===== src/rtl/srom_read_arbiter_if.sv =====
// Bundle of the client-side request/response signals and the SROM pin
// signals handled by srom_read_arbiter.
//   master : the arbiter view (drives responses, Busy and the SROM pins)
//   slave  : the environment view (clients + SROM model)
// Signals:
//   Enable_In            arbiter enable (no new grants when 0)
//   Req_In               per-requester level request
//   Req_Addr_In          flat address bus, slice i belongs to requester i
//   Rsp_Valid_Out        one-cycle response strobe
//   Rsp_Id_Out           index of the requester being answered
//   Rsp_Data_Out         read data returned to the requester
//   Busy_Out             high while an SROM access is in flight
//   Srom_Enable_Out      SROM Enable pin
//   Srom_Read_Enable_Out SROM port-1 read enable pin
//   Srom_Address_Out     SROM port-1 address pin
//   Srom_Read_Data_In    SROM port-1 read data
interface srom_read_arbiter_if #(
  parameter int NUM_REQ    = 4,
  parameter int ADDR_WIDTH = 4,
  parameter int DATA_WIDTH = 16
);
  localparam int ID_W = $clog2(NUM_REQ);

  logic                          Enable_In;
  logic [NUM_REQ-1:0]            Req_In;
  logic [NUM_REQ*ADDR_WIDTH-1:0] Req_Addr_In;
  logic                          Rsp_Valid_Out;
  logic [ID_W-1:0]               Rsp_Id_Out;
  logic [DATA_WIDTH-1:0]         Rsp_Data_Out;
  logic                          Busy_Out;
  logic                          Srom_Enable_Out;
  logic                          Srom_Read_Enable_Out;
  logic [ADDR_WIDTH-1:0]         Srom_Address_Out;
  logic [DATA_WIDTH-1:0]         Srom_Read_Data_In;

  modport master (
    input  Enable_In, Req_In, Req_Addr_In, Srom_Read_Data_In,
    output Rsp_Valid_Out, Rsp_Id_Out, Rsp_Data_Out, Busy_Out,
           Srom_Enable_Out, Srom_Read_Enable_Out, Srom_Address_Out
  );

  modport slave (
    output Enable_In, Req_In, Req_Addr_In, Srom_Read_Data_In,
    input  Rsp_Valid_Out, Rsp_Id_Out, Rsp_Data_Out, Busy_Out,
           Srom_Enable_Out, Srom_Read_Enable_Out, Srom_Address_Out
  );
endinterface


===== src/rtl/srom_read_arbiter.sv =====
// Round-robin arbiter and access sequencer sharing one single-port SROM
// between NUM_REQ read requesters. A granted access spends one cycle in
// ISSUE (SROM registers the word) and one in CAPTURE (registered word is
// driven and sampled), then answers the requester with a one-cycle pulse.
// Ports:
//   Clk_In     clock, rising edge
//   Reset_N_In asynchronous active-low reset
//   bus        srom_read_arbiter_if.master (requests, responses, SROM pins)
module srom_read_arbiter #(
  parameter int NUM_REQ    = 4,
  parameter int ADDR_WIDTH = 4,
  parameter int DATA_WIDTH = 16
) (
  input  logic                 Clk_In,
  input  logic                 Reset_N_In,
  srom_read_arbiter_if.master  bus
);
  localparam int ID_W = $clog2(NUM_REQ);

  typedef enum logic [1:0] {
    IDLE    = 2'd0,
    ISSUE   = 2'd1,
    CAPTURE = 2'd2
  } state_t;

  state_t                state, state_nxt;
  logic [ID_W-1:0]       rr_ptr;
  logic [ID_W-1:0]       grant_id;
  logic [ADDR_WIDTH-1:0] grant_addr;
  logic [ID_W-1:0]       win_id;
  logic                  win_found;
  logic                  take_grant;

  logic                  rsp_valid;
  logic [ID_W-1:0]       rsp_id;
  logic [DATA_WIDTH-1:0] rsp_data;

  logic                  srom_en;
  logic                  busy;
  logic [ADDR_WIDTH-1:0] srom_addr;

  // Round-robin search: rr_ptr is checked first, then upward with wrap.
  always_comb begin
    win_found = 1'b0;
    win_id    = '0;
    for (int k = 0; k < NUM_REQ; k++) begin
      if (!win_found && bus.Req_In[(int'(rr_ptr) + k) % NUM_REQ]) begin
        win_found = 1'b1;
        win_id    = ID_W'((int'(rr_ptr) + k) % NUM_REQ);
      end
    end
  end

  assign take_grant = (state == IDLE) && bus.Enable_In && win_found;

  // State register
  always_ff @(posedge Clk_In or negedge Reset_N_In) begin
    if (!Reset_N_In) state <= IDLE;
    else             state <= state_nxt;
  end

  // Next-state logic; an in-flight access always runs to completion,
  // independent of Enable_In.
  always_comb begin
    state_nxt = state;
    unique case (state)
      IDLE:    if (take_grant) state_nxt = ISSUE;
      ISSUE:   state_nxt = CAPTURE;
      CAPTURE: state_nxt = IDLE;
      default: state_nxt = IDLE;
    endcase
  end

  // Output logic: SROM pins are held identical over ISSUE and CAPTURE so
  // the SROM keeps driving its registered word while we sample it.
  always_comb begin
    srom_en   = 1'b0;
    busy      = 1'b0;
    srom_addr = '0;
    unique case (state)
      ISSUE, CAPTURE: begin
        srom_en   = 1'b1;
        busy      = 1'b1;
        srom_addr = grant_addr;
      end
      default: ;
    endcase
  end

  // Grant latch, response registers and round-robin pointer. Read data is
  // sampled only in CAPTURE, so an undriven SROM bus never reaches
  // Rsp_Data_Out.
  always_ff @(posedge Clk_In or negedge Reset_N_In) begin
    if (!Reset_N_In) begin
      grant_id   <= '0;
      grant_addr <= '0;
      rr_ptr     <= '0;
      rsp_valid  <= 1'b0;
      rsp_id     <= '0;
      rsp_data   <= '0;
    end else begin
      rsp_valid <= (state == CAPTURE);
      if (take_grant) begin
        grant_id   <= win_id;
        grant_addr <= bus.Req_Addr_In[int'(win_id)*ADDR_WIDTH +: ADDR_WIDTH];
      end
      if (state == CAPTURE) begin
        rsp_data <= bus.Srom_Read_Data_In;
        rsp_id   <= grant_id;
        rr_ptr   <= (grant_id == ID_W'(NUM_REQ - 1)) ? '0 : grant_id + ID_W'(1);
      end
    end
  end

  assign bus.Rsp_Valid_Out        = rsp_valid;
  assign bus.Rsp_Id_Out           = rsp_id;
  assign bus.Rsp_Data_Out         = rsp_data;
  assign bus.Busy_Out             = busy;
  assign bus.Srom_Enable_Out      = srom_en;
  assign bus.Srom_Read_Enable_Out = srom_en;
  assign bus.Srom_Address_Out     = srom_addr;
endmodule


===== src/flat_wrapper.sv =====
// flat-port wrapper written by rule: the top's interface ports become plain ports
module srom_read_arbiter_flat 
#(
  parameter int NUM_REQ    = 4,
  parameter int ADDR_WIDTH = 4,
  parameter int DATA_WIDTH = 16
)
  (Clk_In, Reset_N_In, bus_Enable_In, bus_Req_In, bus_Req_Addr_In, bus_Srom_Read_Data_In, bus_Rsp_Valid_Out, bus_Rsp_Id_Out, bus_Rsp_Data_Out, bus_Busy_Out, bus_Srom_Enable_Out, bus_Srom_Read_Enable_Out, bus_Srom_Address_Out);
  srom_read_arbiter_if #(.NUM_REQ(NUM_REQ), .ADDR_WIDTH(ADDR_WIDTH), .DATA_WIDTH(DATA_WIDTH)) bus_i ();
  input  logic Clk_In;
  input  logic Reset_N_In;
  input wire logic [$bits(bus_i.Enable_In)-1:0] bus_Enable_In;
  input wire logic [$bits(bus_i.Req_In)-1:0] bus_Req_In;
  input wire logic [$bits(bus_i.Req_Addr_In)-1:0] bus_Req_Addr_In;
  input wire logic [$bits(bus_i.Srom_Read_Data_In)-1:0] bus_Srom_Read_Data_In;
  output wire logic [$bits(bus_i.Rsp_Valid_Out)-1:0] bus_Rsp_Valid_Out;
  output wire logic [$bits(bus_i.Rsp_Id_Out)-1:0] bus_Rsp_Id_Out;
  output wire logic [$bits(bus_i.Rsp_Data_Out)-1:0] bus_Rsp_Data_Out;
  output wire logic [$bits(bus_i.Busy_Out)-1:0] bus_Busy_Out;
  output wire logic [$bits(bus_i.Srom_Enable_Out)-1:0] bus_Srom_Enable_Out;
  output wire logic [$bits(bus_i.Srom_Read_Enable_Out)-1:0] bus_Srom_Read_Enable_Out;
  output wire logic [$bits(bus_i.Srom_Address_Out)-1:0] bus_Srom_Address_Out;
  assign bus_i.Enable_In = bus_Enable_In;
  assign bus_i.Req_In = bus_Req_In;
  assign bus_i.Req_Addr_In = bus_Req_Addr_In;
  assign bus_i.Srom_Read_Data_In = bus_Srom_Read_Data_In;
  assign bus_Rsp_Valid_Out = bus_i.Rsp_Valid_Out;
  assign bus_Rsp_Id_Out = bus_i.Rsp_Id_Out;
  assign bus_Rsp_Data_Out = bus_i.Rsp_Data_Out;
  assign bus_Busy_Out = bus_i.Busy_Out;
  assign bus_Srom_Enable_Out = bus_i.Srom_Enable_Out;
  assign bus_Srom_Read_Enable_Out = bus_i.Srom_Read_Enable_Out;
  assign bus_Srom_Address_Out = bus_i.Srom_Address_Out;
  srom_read_arbiter #(.NUM_REQ(NUM_REQ), .ADDR_WIDTH(ADDR_WIDTH), .DATA_WIDTH(DATA_WIDTH)) u_core (.Clk_In(Clk_In), .Reset_N_In(Reset_N_In), .bus(bus_i));
endmodule

===== config.mk =====
export PLATFORM = sky130hd
export DESIGN_NAME = srom_read_arbiter_flat
export DESIGN_NICKNAME = d
export VERILOG_FILES = /design/src/rtl/srom_read_arbiter_if.sv /design/src/rtl/srom_read_arbiter.sv /design/src/flat_wrapper.sv
export SDC_FILE = /design/constraint.sdc
export NUM_CORES = 1
export LEC_CHECK = 0
export CAP_MARGIN = 20
export CORE_MARGIN = 2
export CORE_UTILIZATION = 55
export CTS_CLUSTER_SIZE = 24
export DETAILED_ROUTE_END_ITERATION = 8
export DONT_BUFFER_PORTS = 1
export PLACE_DENSITY = 0.81
export REMOVE_ABC_BUFFERS = 1
export SYNTH_ARGS = -nofsm -noshare
export SYNTH_HDL_FRONTEND = slang
export SYNTH_SLANG_ARGS = --single-unit
export TNS_END_PERCENT = 1

===== constraint.sdc =====
create_clock -name Clk_In -period 1.4 [get_ports Clk_In]
set_input_delay 0.14 -clock Clk_In [delete_from_list [all_inputs] [get_ports Clk_In]]
set_output_delay 0.14 -clock Clk_In [all_outputs]
set_load 0.01 [all_outputs]

Word-level counts from Yosys, hierarchy flattened
Cells that the tools add are included.
{ "word_totals": {"register_bits": 29, "input_bits": 39, "out_inout_bits": 26, "elab_cells": 60} }
{ "op_classes": {"n_bitwise": 3, "eq_ne": 4, "shift": 1, "addsub": 4, "muxes": 24, "reduce_logical": 13, "magnitude_cmp": 4} }
{ "op_table": {"columns": ["cell", "count"], "rows": [
  ["indexed part select 16 x 5 -> 4 bit", 1],
  ["less-than comparator 3 x 4 -> 1 bit, second input constant", 3],
  ["two-way mux 1 bit", 12],
  ["two-way mux 2 bit", 6],
  ["binary-select mux 1 bit (select 2 bit)", 4],
  ["OR reduction 2 bit", 4],
  ["logical AND 1 bit", 5],
  ["adder 2 x 1 -> 2 bit, second input constant", 2],
  ["adder 2 bit, second input constant", 2],
  ["equality test 2 bit, second input constant", 2],
  ["two-way mux 4 bit", 1],
  ["case mux 2 bit (2 select lines)", 1],
  ["AND 1 bit, first input constant", 3],
  ["zero test 1 bit", 3],
  ["less-than comparator 2 x 3 -> 1 bit, second input constant", 1],
  ["equality test 2 x 1 -> 1 bit, second input constant", 1],
  ["zero test 2 bit", 1],
  ["!= test 2 x 1 -> 1 bit, second input constant", 1]
]} }

Depth between registers and ports, before layout
{ "depth": {"ltp_word": 17, "mapped_depth": 7, "ltp_nobuf": 6} }

Least setup slack after synthesis
OpenSTA, ideal clock, no wires.
{ "synth_path": {"path_type": "reg-to-reg", "start": "register u_core.rr_ptr[1]", "end": "register u_core.grant_addr[2]", "arrival_time_ns": 1.464, "path_buffers": 2, "period_less_slack_ns": 1.568, "setup_ns": 0.104, "path_slack_ns": -0.168, "path_stages_with_launch": 8, "t_required_ns": 1.296, "path_cell_list": "dfrtp_1 buf_6 nand2b_1 a21o_1 and2_4 buf_6 mux2i_1 o311ai_1"} }
{ "synth_between": {"elab_chain_len": 13, "word_cells_on_any_way": 30, "classes_between": "3 x add/sub; 1 x shift; 19 x mux; 7 x reduce/logical"} }
{ "synth_lines": {"columns": ["element", "line", "rtl"], "rows": [
  ["from (decl)", "srom_read_arbiter.sv:27", "logic [ID_W-1:0] rr_ptr;"],
  ["from (signal assigned)", "srom_read_arbiter.sv:110", "rr_ptr <= (grant_id == ID_W'(NUM_REQ - 1)) ? '0 : grant_id + ID_W'(1);"],
  ["adder 2 x 1 -> 2 bit or binary-select mux 1 bit (select 2 bit) (tied branches)", "srom_read_arbiter.sv:47, srom_read_arbiter.sv:49", null],
  ["binary-select mux 1 bit (select 2 bit) or two-way mux 1 bit (tied branches)", "srom_read_arbiter.sv:47", "if (!win_found && bus.Req_In[(int'(rr_ptr) + k) % NUM_REQ]) begin"],
  ["two-way mux 1 bit (implied by the code)", "srom_read_arbiter.sv:47", null],
  ["two-way mux 1 bit (implied by the code) or zero test 1 bit (tied branches)", "srom_read_arbiter.sv:47", null],
  ["logical AND 1 bit", "srom_read_arbiter.sv:47", null],
  ["two-way mux 1 bit", "srom_read_arbiter.sv:47", null],
  ["zero test 1 bit", "srom_read_arbiter.sv:47", null],
  ["logical AND 1 bit", "srom_read_arbiter.sv:47", null],
  ["two-way mux 1 bit", "srom_read_arbiter.sv:47", null],
  ["zero test 1 bit", "srom_read_arbiter.sv:47", null],
  ["logical AND 1 bit", "srom_read_arbiter.sv:47", null],
  ["two-way mux 2 bit or two-way mux 1 bit (tied branches)", "srom_read_arbiter.sv:47", null],
  ["indexed part select 16 x 5 -> 4 bit or logical AND 1 bit (tied branches)", "srom_read_arbiter.sv:105, srom_read_arbiter.sv:54", null],
  ["to (signal assigned)", "srom_read_arbiter.sv:105", "grant_addr <= bus.Req_Addr_In[int'(win_id)*ADDR_WIDTH +: ADDR_WIDTH];"],
  ["to (decl)", "srom_read_arbiter.sv:29", "logic [ADDR_WIDTH-1:0] grant_addr;"]
]} }
Parallel ways exist; a longest one is shown, timed or not. The select of a mux whose other input is x is not followed.
A chain may end at the register's enable or synchronous reset.

Worst setup path in the final report
{ "layout_path": {"start": "register u_core.rr_ptr[1]", "end": "register u_core.grant_addr[1]"} }
The elaborated chain is that of the path after synthesis.

==> impl_metrics.py <==
metrics = {
    "route": {
        "route.detailed.vias_per_inst": 5.74,
        "detail_route.first_pass.iterations": 4,
        "routed-via-count": 1067,
        "drt_iter0_drc": 47,
        "antenna_violating_nets_post_route": 0,
        "finalWirelength_mm": 3.24,
        "remaining_drc_errors": 0,
        "detail_route.wl_per_cell_um": 17.4,
    },
    "cts": {
        "worst_skew_pair.late_latency_ns": 0.32,
        "cts_buffers": 5,
        "htree_levels": 2,
        "tritoncts_num_sinks": 29,
        "ctsLongestPathBuffers": 2,
        "cts_tree": "done",
        "worst_setup_hold_path_clk_slew_ns": 0.08,
        "root_buffer": "sky130_fd_sc_hd__clkbuf_4",
    },
    "setup_path": {
        "end_kind": "flop",
        "worstPathBufferInverterCount": 0,
        "worst_path_max_delay_cell": "sky130_fd_sc_hd__dfrtp_2",
        "crit_path_start_kind": "flop",
        "critical_path.cell_chain": "mux2i_4 -> a2bb2oi_4 -> and2_4 -> mux2i_1 -> o311ai_1",
        "worst-endpoint-arrival_ns": 1.73,
        "critPathTopFamily": "flip-flops",
        "crit_path_max_fanout": 6,
        "max_stage_delay_ns": 0.47,
        "worst-endpoint-required_ns": 1.60,
        "setup.worst_path.class": "reg2reg",
    },
    "synthesis": {
        "postSynthAreaPerCell_um2": 12.0,
        "synth.distinct_cells": 27,
        "synth.cell_area_um2": 1460,
        "gate_count_after_technology_mapping": 121,
        "postSynthRegisterBits": 29,
        "yosysSeqAreaShare": 0.498,
        "yosys_warnings": 0,
    },
    "power": {
        "p_per_area_nw_per_um2": 2100,
        "p_leak_nw": 0.840,
        "worst_voltage_drop_across_the_vdd_grid_mv": 1.38,
        "total_power_mw": 3.98,
    },
    "layout": {
        "layout.cells.non_filler": 186,
        "areaGrowthSynthToFinish_pct": 30.2,
        "postLayoutCoreUtil": 0.759,
        "post_route_cells_drive_above_1_share": 0.391,
        "final.fill_count": 166,
        "diodes_inserted": 0,
        "final_cell_area_um2": 1900,
        "finish.net_count": 199,
    },
    "placement": {
        "dp.cells": 156,
        "detailedPlace.worstSlack_ns": -0.205,
        "count_of_port_buffers_added_during_placement": 0,
        "dp_hpwl_mm": 2.19,
        "placement.cell_area_um2": 1550,
        "gpl.final_weighted_congestion": 0.867,
    },
    "global_routing": {
        "number_of_antenna_violations_at_the_first_check_in_global_routing": 0,
        "grt_use_met2": 0.418,
        "residual_overflow_from_global_routing": 0,
        "wire_length_of_the_first_global_routing_pass_mm": 5.24,
        "first_global_vias": 1158,
        "global_route.peak_usage_layer": "met2",
        "grt_max_degree": 30,
        "use_met3": 0.0632,
        "global_route.usage.met1": 0.221,
        "grtUsageTotal": 0.220,
    },
    "hold_path": {
        "hp-class": "in2reg",
    },
    "sta": {
        "finalSetupViolCount": 11,
        "slew_viol_final": 0,
        "max_clock_freq_ghz": 0.653,
        "skew_ns": 0.00203,
        "shortest_period_the_worst_path_allows_ns": 1.53,
        "rsz0062_at_grt": "yes",
        "hold_violations": 0,
        "final.period_utilization": 1.09,
        "worst_slew_pin_slew_ns": 0.301,
        "worst_slew_margin_rel": 0.798,
        "fin_ws_ns": -0.132,
    },
    "status": {
        "outcome": "finished with violations",
        "violations": "setup timing",
    },
    "floorplanning": {
        "core_region_area_um2": 2500,
        "start_util": 0.583,
        "num_io_pins": 65,
        "floorplan.rows": 18,
        "die-area_um2": 3080,
        "die_height_um": 55.5,
        "die_width_um": 55.5,
    },
    "job": {
        "maximum_capacitance_violations": 0,
    },
}
==> sequential cells by signal, summed over array words and instances (netlist names) <==
register / flops
u_core.grant_id: 2
u_core.state: 2
u_core.grant_addr: 4
u_core.bus.Rsp_Id_Out: 2
u_core.bus.Rsp_Data_Out: 16
u_core.bus.Rsp_Valid_Out: 1
u_core.rr_ptr: 2
==> cells in the final DEF (no fill, tap or decap), types with 2 or more instances in the layout <==
| master | n |
|---|---|
| sky130_fd_sc_hd__inv_1 | 2 |
| sky130_fd_sc_hd__dfrtp_1 | 27 |
| sky130_fd_sc_hd__nor2_1 | 5 |
| sky130_fd_sc_hd__buf_4 | 13 |
| sky130_fd_sc_hd__clkbuf_4 | 5 |
| sky130_fd_sc_hd__buf_12 | 2 |
| sky130_fd_sc_hd__and3_2 | 4 |
| sky130_fd_sc_hd__a21o_1 | 3 |
| sky130_fd_sc_hd__dlygate4sd3_1 | 17 |
| sky130_fd_sc_hd__mux2i_1 | 4 |
| sky130_fd_sc_hd__mux2_2 | 20 |
| sky130_fd_sc_hd__clkinv_2 | 2 |
| sky130_fd_sc_hd__and2_1 | 4 |
| sky130_fd_sc_hd__dfrtp_2 | 2 |
| sky130_fd_sc_hd__o21ai_0 | 3 |
| sky130_fd_sc_hd__a21boi_0 | 4 |
| sky130_fd_sc_hd__ha_1 | 4 |
| sky130_fd_sc_hd__o311ai_1 | 4 |
| sky130_fd_sc_hd__nand2_1 | 10 |
| sky130_fd_sc_hd__o21ai_1 | 3 |
==> metal layers <==
metal,wire (µm),share of wire,up-vias
met5,0,0,-
met4,44,0.014,0
met3,167,0.051,6
met2,1910,0.59,35
met1,1130,0.35,526
li1,-,-,500
==> metrics by stage <==
step | setup TNS (ns) | hold WS [ns]
6_report | -0.699 | 0.0540
5_1_grt | -1.82 | 0.0595
4_1_cts | -0.445 | 0.0735
3_5_place_dp | -1.03 | -0.155
3_3_place_gp | -0.769 | -0.155
2_1_floorplan | -3.59 | -0.156
==> what timing repair did <==
item	CTS	global route
endpoints found under the hold margin	45	0
setup buffers	1	1
pin swaps	4	1
gates resized for setup	11	7
hold buffers	18	0
endpoints found under the setup margin	29	33
gates cloned	2	0
==> path summary, 6_finish.rpt <==
| path | to | cells past startpoint | startpoint | slack, ns |
|---|---|---|---|---|
| worst max-delay path | u_core.grant_addr[1]$_DFFE_PN0P_ | 5 | u_core.rr_ptr[1]$_DFFE_PN0P_ | -0.13 |
| worst min-delay path | u_core.grant_addr[2]$_DFFE_PN0P_ | 2 | bus_Enable_In | 0.05 |
| worst max register to register | u_core.grant_addr[1]$_DFFE_PN0P_ | 5 | u_core.rr_ptr[1]$_DFFE_PN0P_ | -0.13 |
| worst min register to register | u_core.grant_addr[2]$_DFFE_PN0P_ | 2 | u_core.grant_addr[2]$_DFFE_PN0P_ | 0.50 |
| max in group asynchronous | u_core.rr_ptr[0]$_DFFE_PN0P_ | 2 | Reset_N_In | 0.98 |
| min in group asynchronous | u_core.grant_addr[3]$_DFFE_PN0P_ | 2 | Reset_N_In | 0.25 |
==> layout make-up <==
type	instances	area, µm²	share of cell area
multi-input combinational	84	762	0.401
timing repair buffer	32	308	0.162
clock inverter	2	10.0	0.00527
inverter	3	11.3	0.00593
tap	30	37.5	0.0198
sequential	29	728	0.384
clock buffer	6	41.3	0.0218
==> where the power goes <==
group | internal [mW] | switching, mW
registers | 1.26 | 0.456
logic | 1.03 | 0.772
clock network | 0.191 | 0.272
==> cell families (layout without fill, tap and decap cells) <==
kind of cell,Yosys count,after routing,synth area share
AOI/OAI and AO/OA,22,24,0.118
and+or+nand+nor,30,30,0.108
adders and majority gates,5,5,0.0429
buffers and inverters,10,43,0.0438
muxes,25,25,0.189
DFF,29,29,0.498
==> Yosys cell counts <==
cell type,count,area share
sky130_fd_sc_hd__a21o_1,2,0.010
sky130_fd_sc_hd__a22o_1,1,0.0060
sky130_fd_sc_hd__inv_1,3,0.0077
sky130_fd_sc_hd__a211o_2,1,0.0069
sky130_fd_sc_hd__or4_1,1,0.0052
sky130_fd_sc_hd__ha_1,5,0.043
sky130_fd_sc_hd__buf_4,3,0.015
sky130_fd_sc_hd__buf_6,2,0.015
sky130_fd_sc_hd__a211oi_1,1,0.0052
sky130_fd_sc_hd__nand3_1,1,0.0034
sky130_fd_sc_hd__and3_2,4,0.021
sky130_fd_sc_hd__o311ai_1,4,0.024
sky130_fd_sc_hd__nor3b_1,1,0.0052
sky130_fd_sc_hd__nand2b_1,2,0.0086
sky130_fd_sc_hd__nor2_1,5,0.013
sky130_fd_sc_hd__nand2_1,10,0.026
sky130_fd_sc_hd__nor3_1,1,0.0034
sky130_fd_sc_hd__a2bb2oi_4,1,0.018
sky130_fd_sc_hd__mux2_2,20,0.15
sky130_fd_sc_hd__a21boi_0,4,0.021
sky130_fd_sc_hd__o21ai_0,6,0.021
sky130_fd_sc_hd__and2_4,1,0.0060
sky130_fd_sc_hd__a21oi_1,2,0.0069
sky130_fd_sc_hd__clkbuf_1,2,0.0052
sky130_fd_sc_hd__dfrtp_1,29,0.50
sky130_fd_sc_hd__mux2i_1,5,0.034
sky130_fd_sc_hd__and2_1,4,0.017
Note: power is estimated with default switching activity, not from simulation.
